**src/rtl/mips_pkg.sv**
```systemverilog
// Shared types and encodings for the multicycle MIPS control unit.
// Holds the FSM state type, opcode/funct encodings and the ALU select codes.
package mips_pkg;

   typedef enum logic [3:0] {
      S_FETCH  = 4'd0,
      S_DECODE = 4'd1,
      S_MEMADR = 4'd2,
      S_MEMRD  = 4'd3,
      S_MEMWB  = 4'd4,
      S_MEMWR  = 4'd5,
      S_EXEC   = 4'd6,
      S_ALUWB  = 4'd7,
      S_BRANCH = 4'd8,
      S_ADDIEX = 4'd9,
      S_ADDIWB = 4'd10,
      S_JUMP   = 4'd11
   } state_t;

   typedef enum logic [1:0] {
      ALUOP_ADD   = 2'b00,
      ALUOP_SUB   = 2'b01,
      ALUOP_FUNCT = 2'b10
   } aluop_t;

   localparam logic [5:0] OP_RTYPE = 6'b000000;
   localparam logic [5:0] OP_LW    = 6'b100011;
   localparam logic [5:0] OP_SW    = 6'b101011;
   localparam logic [5:0] OP_BEQ   = 6'b000100;
   localparam logic [5:0] OP_ADDI  = 6'b001000;
   localparam logic [5:0] OP_J     = 6'b000010;

   localparam logic [5:0] FUNCT_ADD = 6'b100000;
   localparam logic [5:0] FUNCT_SUB = 6'b100010;
   localparam logic [5:0] FUNCT_AND = 6'b100100;
   localparam logic [5:0] FUNCT_OR  = 6'b100101;
   localparam logic [5:0] FUNCT_SLT = 6'b101010;

   localparam logic [3:0] ALU_ADD = 4'b0010;
   localparam logic [3:0] ALU_SUB = 4'b0110;
   localparam logic [3:0] ALU_AND = 4'b0000;
   localparam logic [3:0] ALU_OR  = 4'b0001;
   localparam logic [3:0] ALU_SLT = 4'b0111;

endpackage

```
**src/rtl/aludec.sv**
```systemverilog
// ALU decoder: maps aluop and the R-type funct field to the 4-bit ALU select.
// valid reports whether funct is a supported R-type function, independent of aluop.
module aludec
   import mips_pkg::*;
(
   input  aluop_t     aluop,
   input  logic [5:0] funct,
   output logic [3:0] alucontrol,
   output logic       valid
);

   logic [3:0] funct_alu;

   always_comb begin
      valid     = 1'b1;
      funct_alu = ALU_ADD;
      case (funct)
         FUNCT_ADD: funct_alu = ALU_ADD;
         FUNCT_SUB: funct_alu = ALU_SUB;
         FUNCT_AND: funct_alu = ALU_AND;
         FUNCT_OR:  funct_alu = ALU_OR;
         FUNCT_SLT: funct_alu = ALU_SLT;
         default:   valid     = 1'b0;
      endcase
   end

   always_comb begin
      case (aluop)
         ALUOP_ADD:   alucontrol = ALU_ADD;
         ALUOP_SUB:   alucontrol = ALU_SUB;
         ALUOP_FUNCT: alucontrol = funct_alu;
         default:     alucontrol = ALU_ADD;
      endcase
   end

endmodule

```
**src/rtl/mc_controller.sv**
```systemverilog
// Multicycle MIPS control unit: Moore FSM driving datapath strobes, mux selects
// and the ALU select for each FETCH/DECODE/execute step of an instruction.
module mc_controller
   import mips_pkg::*;
(
   input  logic       clk,
   input  logic       reset,
   input  logic [5:0] op,
   input  logic [5:0] funct,
   input  logic       zero,
   output logic       pcen,
   output logic       irwrite,
   output logic       regwrite,
   output logic       memwrite,
   output logic       iord,
   output logic       memtoreg,
   output logic       regdst,
   output logic       alusrca,
   output logic [1:0] alusrcb,
   output logic [1:0] pcsrc,
   output logic [3:0] alucontrol,
   output logic       illegal
);

   state_t state_q, state_d;
   state_t out_state;
   aluop_t aluop;
   logic   funct_valid;
   logic   pcwrite, branch;
   logic   irwrite_s, regwrite_s, memwrite_s, illegal_s;

   always_ff @(posedge clk) begin
      if (reset) state_q <= S_FETCH;
      else       state_q <= state_d;
   end

   aludec u_aludec (
      .aluop      (aluop),
      .funct      (funct),
      .alucontrol (alucontrol),
      .valid      (funct_valid)
   );

   always_comb begin
      state_d = S_FETCH;
      case (state_q)
         S_FETCH:  state_d = S_DECODE;
         S_DECODE: begin
            case (op)
               OP_LW, OP_SW: state_d = S_MEMADR;
               OP_RTYPE:     state_d = funct_valid ? S_EXEC : S_FETCH;
               OP_BEQ:       state_d = S_BRANCH;
               OP_ADDI:      state_d = S_ADDIEX;
               OP_J:         state_d = S_JUMP;
               default:      state_d = S_FETCH;
            endcase
         end
         S_MEMADR: begin
            if (op == OP_LW)      state_d = S_MEMRD;
            else if (op == OP_SW) state_d = S_MEMWR;
            else                  state_d = S_FETCH;
         end
         S_MEMRD:  state_d = S_MEMWB;
         S_EXEC:   state_d = S_ALUWB;
         S_ADDIEX: state_d = S_ADDIWB;
         default:  state_d = S_FETCH;
      endcase
   end

   // During reset the muxes present the FETCH settings; strobes are gated below.
   assign out_state = reset ? S_FETCH : state_q;

   always_comb begin
      pcwrite    = 1'b0;
      branch     = 1'b0;
      irwrite_s  = 1'b0;
      regwrite_s = 1'b0;
      memwrite_s = 1'b0;
      illegal_s  = 1'b0;
      iord       = 1'b0;
      memtoreg   = 1'b0;
      regdst     = 1'b0;
      alusrca    = 1'b0;
      alusrcb    = 2'b00;
      pcsrc      = 2'b00;
      aluop      = ALUOP_ADD;
      case (out_state)
         S_FETCH: begin
            irwrite_s = 1'b1;
            pcwrite   = 1'b1;
            alusrcb   = 2'b01;
         end
         S_DECODE: begin
            alusrcb = 2'b11;
            case (op)
               OP_LW, OP_SW, OP_BEQ, OP_ADDI, OP_J: illegal_s = 1'b0;
               OP_RTYPE: illegal_s = ~funct_valid;
               default:  illegal_s = 1'b1;
            endcase
         end
         S_MEMADR: begin
            alusrca = 1'b1;
            alusrcb = 2'b10;
         end
         S_MEMRD: iord = 1'b1;
         S_MEMWB: begin
            regwrite_s = 1'b1;
            memtoreg   = 1'b1;
         end
         S_MEMWR: begin
            iord       = 1'b1;
            memwrite_s = 1'b1;
         end
         S_EXEC: begin
            alusrca = 1'b1;
            aluop   = ALUOP_FUNCT;
         end
         S_ALUWB: begin
            regwrite_s = 1'b1;
            regdst     = 1'b1;
         end
         S_BRANCH: begin
            alusrca = 1'b1;
            aluop   = ALUOP_SUB;
            branch  = 1'b1;
            pcsrc   = 2'b01;
         end
         S_ADDIEX: begin
            alusrca = 1'b1;
            alusrcb = 2'b10;
         end
         S_ADDIWB: regwrite_s = 1'b1;
         S_JUMP: begin
            pcwrite = 1'b1;
            pcsrc   = 2'b10;
         end
         default: ;
      endcase
   end

   assign pcen     = ~reset & (pcwrite | (branch & zero));
   assign irwrite  = ~reset & irwrite_s;
   assign regwrite = ~reset & regwrite_s;
   assign memwrite = ~reset & memwrite_s;
   assign illegal  = ~reset & illegal_s;

endmodule

```
**config.mk**
```make
export PLATFORM = sky130hd
export DESIGN_NAME = mc_controller
export DESIGN_NICKNAME = d
export VERILOG_FILES = /design/src/rtl/mips_pkg.sv /design/src/rtl/aludec.sv /design/src/rtl/mc_controller.sv
export SDC_FILE = /design/constraint.sdc
export NUM_CORES = 1
export LEC_CHECK = 0
export CAP_MARGIN = 10
export CORE_MARGIN = 2
export CORE_UTILIZATION = 40
export DETAILED_ROUTE_END_ITERATION = 8
export GPL_TIMING_DRIVEN = 0
export PLACE_DENSITY_LB_ADDON = 0.25
export SLEW_MARGIN = 10
export SYNTH_ARGS = -nofsm -noshare
export SYNTH_HDL_FRONTEND = slang
export SYNTH_SLANG_ARGS = --single-unit
```
**constraint.sdc**
```tcl
create_clock -name clk -period 2.8 [get_ports clk]
set_clock_uncertainty 0.2 [all_clocks]
set_input_delay 0.28 -clock clk [delete_from_list [all_inputs] [get_ports clk]]
set_output_delay 0.28 -clock clk [all_outputs]
set_load 0.03 [all_outputs]
```
==> flow_metrics.env <==
export IMPL_vias=829
export IMPL_cts_max_path_buffers=2
export IMPL_rr_startpoint="state_q[0]$_SDFF_PP0_"
export IMPL_rows=14
export IMPL_hold_start="op[3]"
export IMPL_slowest_delay_ns=0.41
export IMPL_power_density_mw_per_mm2=230
export IMPL_startpoint="state_q[2]$_SDFF_PP0_"
export IMPL_dr_wl_met2_microns=837
export IMPL_wl_met1_microns=818
export IMPL_reg_largest_list="state_q x4"
export IMPL_synthCells=106
export IMPL_wl_met3_microns=71
export IMPL_gp_congestion=0.829
export IMPL_cts_htree_levels=1
export IMPL_grt_pass1_vias=704
export IMPL_cp_required_ns=2.32
export IMPL_grt_pass1_wl_microns=2880
export IMPL_p_int_mw=0.153
export IMPL_grt_overflow_total=0
export IMPL_yosys_warnings=0
export IMPL_worst_path_buf_inv=3
export IMPL_fin_util_pct=64.0
export IMPL_regArea_sq_um=80.1
export IMPL_p_comb_share_pct=41.2
export IMPL_path_cells="inv_1 -> or3_4 -> or2_2 -> inv_1 -> ha_1 -> a211o_1 -> buf_2"
export IMPL_dieWidth_microns=45.4
export IMPL_antenna_found_initial=0
export IMPL_clk_pin_slew_worst_paths_ns=0.04
export IMPL_first_iter_violations=18
export IMPL_wl_per_cell_microns=11.4
export IMPL_synth_top_area_share_pct=11.7
export IMPL_synth_fp_nets=123
export IMPL_r2r_cells=4
export IMPL_switching_share_pct=33.5
export IMPL_cp_depth=7
export IMPL_synth_async_reset_ratio_pct=0
export IMPL_hold_viol_final=0
export IMPL_finalSetupTns_ns=0
export IMPL_hpwl_microns=1410
export IMPL_ctsHoldBuffers=0
export IMPL_seq_area_frac_synth_pct=11.7
export IMPL_maxSlewViolCount=0
export IMPL_n_antenna_cell=0
export IMPL_multi_input_area_sq_um=552
export IMPL_start_util_pct=44.1
export IMPL_cap_violations=0
export IMPL_rsz0062_at_grt="no"
export IMPL_period_share_pct=93.8
export IMPL_peakVddDrop_mv=0.183
export IMPL_critPathKind="reg -> out"
export IMPL_endpoint_kind="output pin"
export IMPL_yosysUniqueCellTypes=39
export IMPL_root_buffer="clkbuf_4"
export IMPL_netlist_top_cells_area="dfxtp_1 (12%), nor3_1 (7.3%), nor2_1 (6.6%)"
export IMPL_die_h_microns=45.4
export IMPL_p_total_mw=0.229
export IMPL_core_area_sq_mm=0.00156
export IMPL_cp_max_fo=5
export IMPL_setup_viol=0
export IMPL_drt_pre_antenna_iters=4
export IMPL_io_buffers=28
export IMPL_hold_depth=5
export IMPL_cts_tree="yes"
export IMPL_grt_max_degree=11
export IMPL_cp_arrival_ns=2.15
export IMPL_layout_common_cells="clkdlybuf4s50_1 (24), nor2_1 (12), nor3_1 (10)"
export IMPL_fmax_mhz=381
export IMPL_leakage_nw=0.339
export IMPL_period_needed_ns=2.63
export IMPL_die_area_sq_mm=0.00206
export IMPL_dp_slack_ns=-0.248
export IMPL_vias_per_cell=5.42
export IMPL_final_common_cell="clkdlybuf4s50_1"
export IMPL_largest_register="state_q"
export IMPL_yosys_area_top_type="dfxtp_1"
export IMPL_io_pins=32
export IMPL_ant_nets=0
export IMPL_clock_sinks=4
export IMPL_grt_usage_pct=18.4
export IMPL_fin_ws_ns=0.174
export IMPL_drc=0
export IMPL_fill_cells=159
export IMPL_clkPwrFrac_pct=32.0
export IMPL_totalWireLength_microns=1740
export IMPL_seqPwrFrac_pct=26.9
export IMPL_syn_area_sq_um=687
export IMPL_cp_start_kind="register"
export IMPL_synth_edf_count=0
export IMPL_cts_made_buffers=3
export IMPL_avgSynthCellArea_sq_um=6.48
export IMPL_drive_gt1_share_pct=10.2
export IMPL_area_growth_pct=45.4
export IMPL_status="completed"
export IMPL_top_layer_used="met4"
export IMPL_clk_latency_ns=0.24
export IMPL_crit_path_frequent_cell="inv_1"
export IMPL_cp_slowest_cell="or3_4"
export IMPL_synthFlopType="dfxtp_1"
export IMPL_largest_reg_flops=4
export IMPL_ys_seq_elements=4
export IMPL_nNetsFinal=156
export IMPL_hp_class="in -> reg"
export IMPL_cpLargestDelayFamily="simple AND/OR/NAND/NOR gates"
export IMPL_switchingPower_mw=0.0768
through the flow:
step / hold WS, ns / std cells / cell area (sq um)
3_3_place_gp: 0.467 / 150 / 987
4_1_cts: 0.344 / 153 / 1010
5_1_grt: 0.375 / 153 / 998
2_1_floorplan: 0.317 / 106 / 687
3_5_place_dp: 0.464 / 150 / 987
6_report: 0.350 / 153 / 998
synthesized netlist by cell type (all sizes together) (2+ instances only):
cell type,n
inv,4
nand2b,6
nor4,4
clkbuf,6
dfxtp,4
nor2b,4
nand3,3
nand2,4
o31ai,2
a31oi,2
nor3,10
ha,2
o21ai,5
a21oi,8
or3,5
or2,4
nor2,12
xnor2,2
buf,3
power groups by stage:
stage                     clock network (mW)  registers [mW]  logic, mW
after floorplan                            0          0.0617     0.0566
after global placement                     0          0.0625     0.0926
after detailed placement                   0          0.0625     0.0945
after CTS                             0.0755          0.0616     0.0943
after global routing                  0.0801          0.0621      0.102
final                                 0.0733          0.0617     0.0944
worst reg2reg max path, delay by kind of cell, from the launching register on:
family           cells  cell delay [ns]
flip-flops           1             0.42
AO/OA/AOI/OAI        3             0.59
AND/OR/NAND/NOR      1             0.20
routing by layer:
metal,vias to the layer above,track usage [%]
met3,2,2.38
met1,355,24.6
li1,445,-
met4,0,4.71
met2,27,31.0
met5,-,0
logic make-up after synthesis:
group / synth area share, %
compound gates: 23.1
xor+xnor: 3.83
fa+ha+maj: 5.10
buf+inv: 8.74
flops: 11.7
mux: 1.64
other cells: 0.546
simple gates: 45.4
final timing paths:
path / end / slack, ns
max: alucontrol[1] / 0.17
min: state_q[2]$_SDFF_PP0_ / 0.35
max reg2reg: state_q[0]$_SDFF_PP0_ / 1.29
min reg2reg: state_q[2]$_SDFF_PP0_ / 0.47
layout make-up:
| type | count | area share, % |
|---|---|---|
| multi-input cells | 89 | 55.3 |
| repair buffers | 28 | 26.4 |
| flip-flops and latches | 4 | 8.02 |
| plain buffers | 9 | 4.51 |
| clock buffers | 3 | 2.26 |
| well taps | 16 | 2.01 |
| inverters | 4 | 1.50 |
repair_timing:
item	4_1_cts	5_1_grt
gates resized for setup	6	7
cloned	0	0
endpoints found under the setup margin	4	3
setup buffers	0	0
No activity file was read; power rests on OpenSTA's default activity.
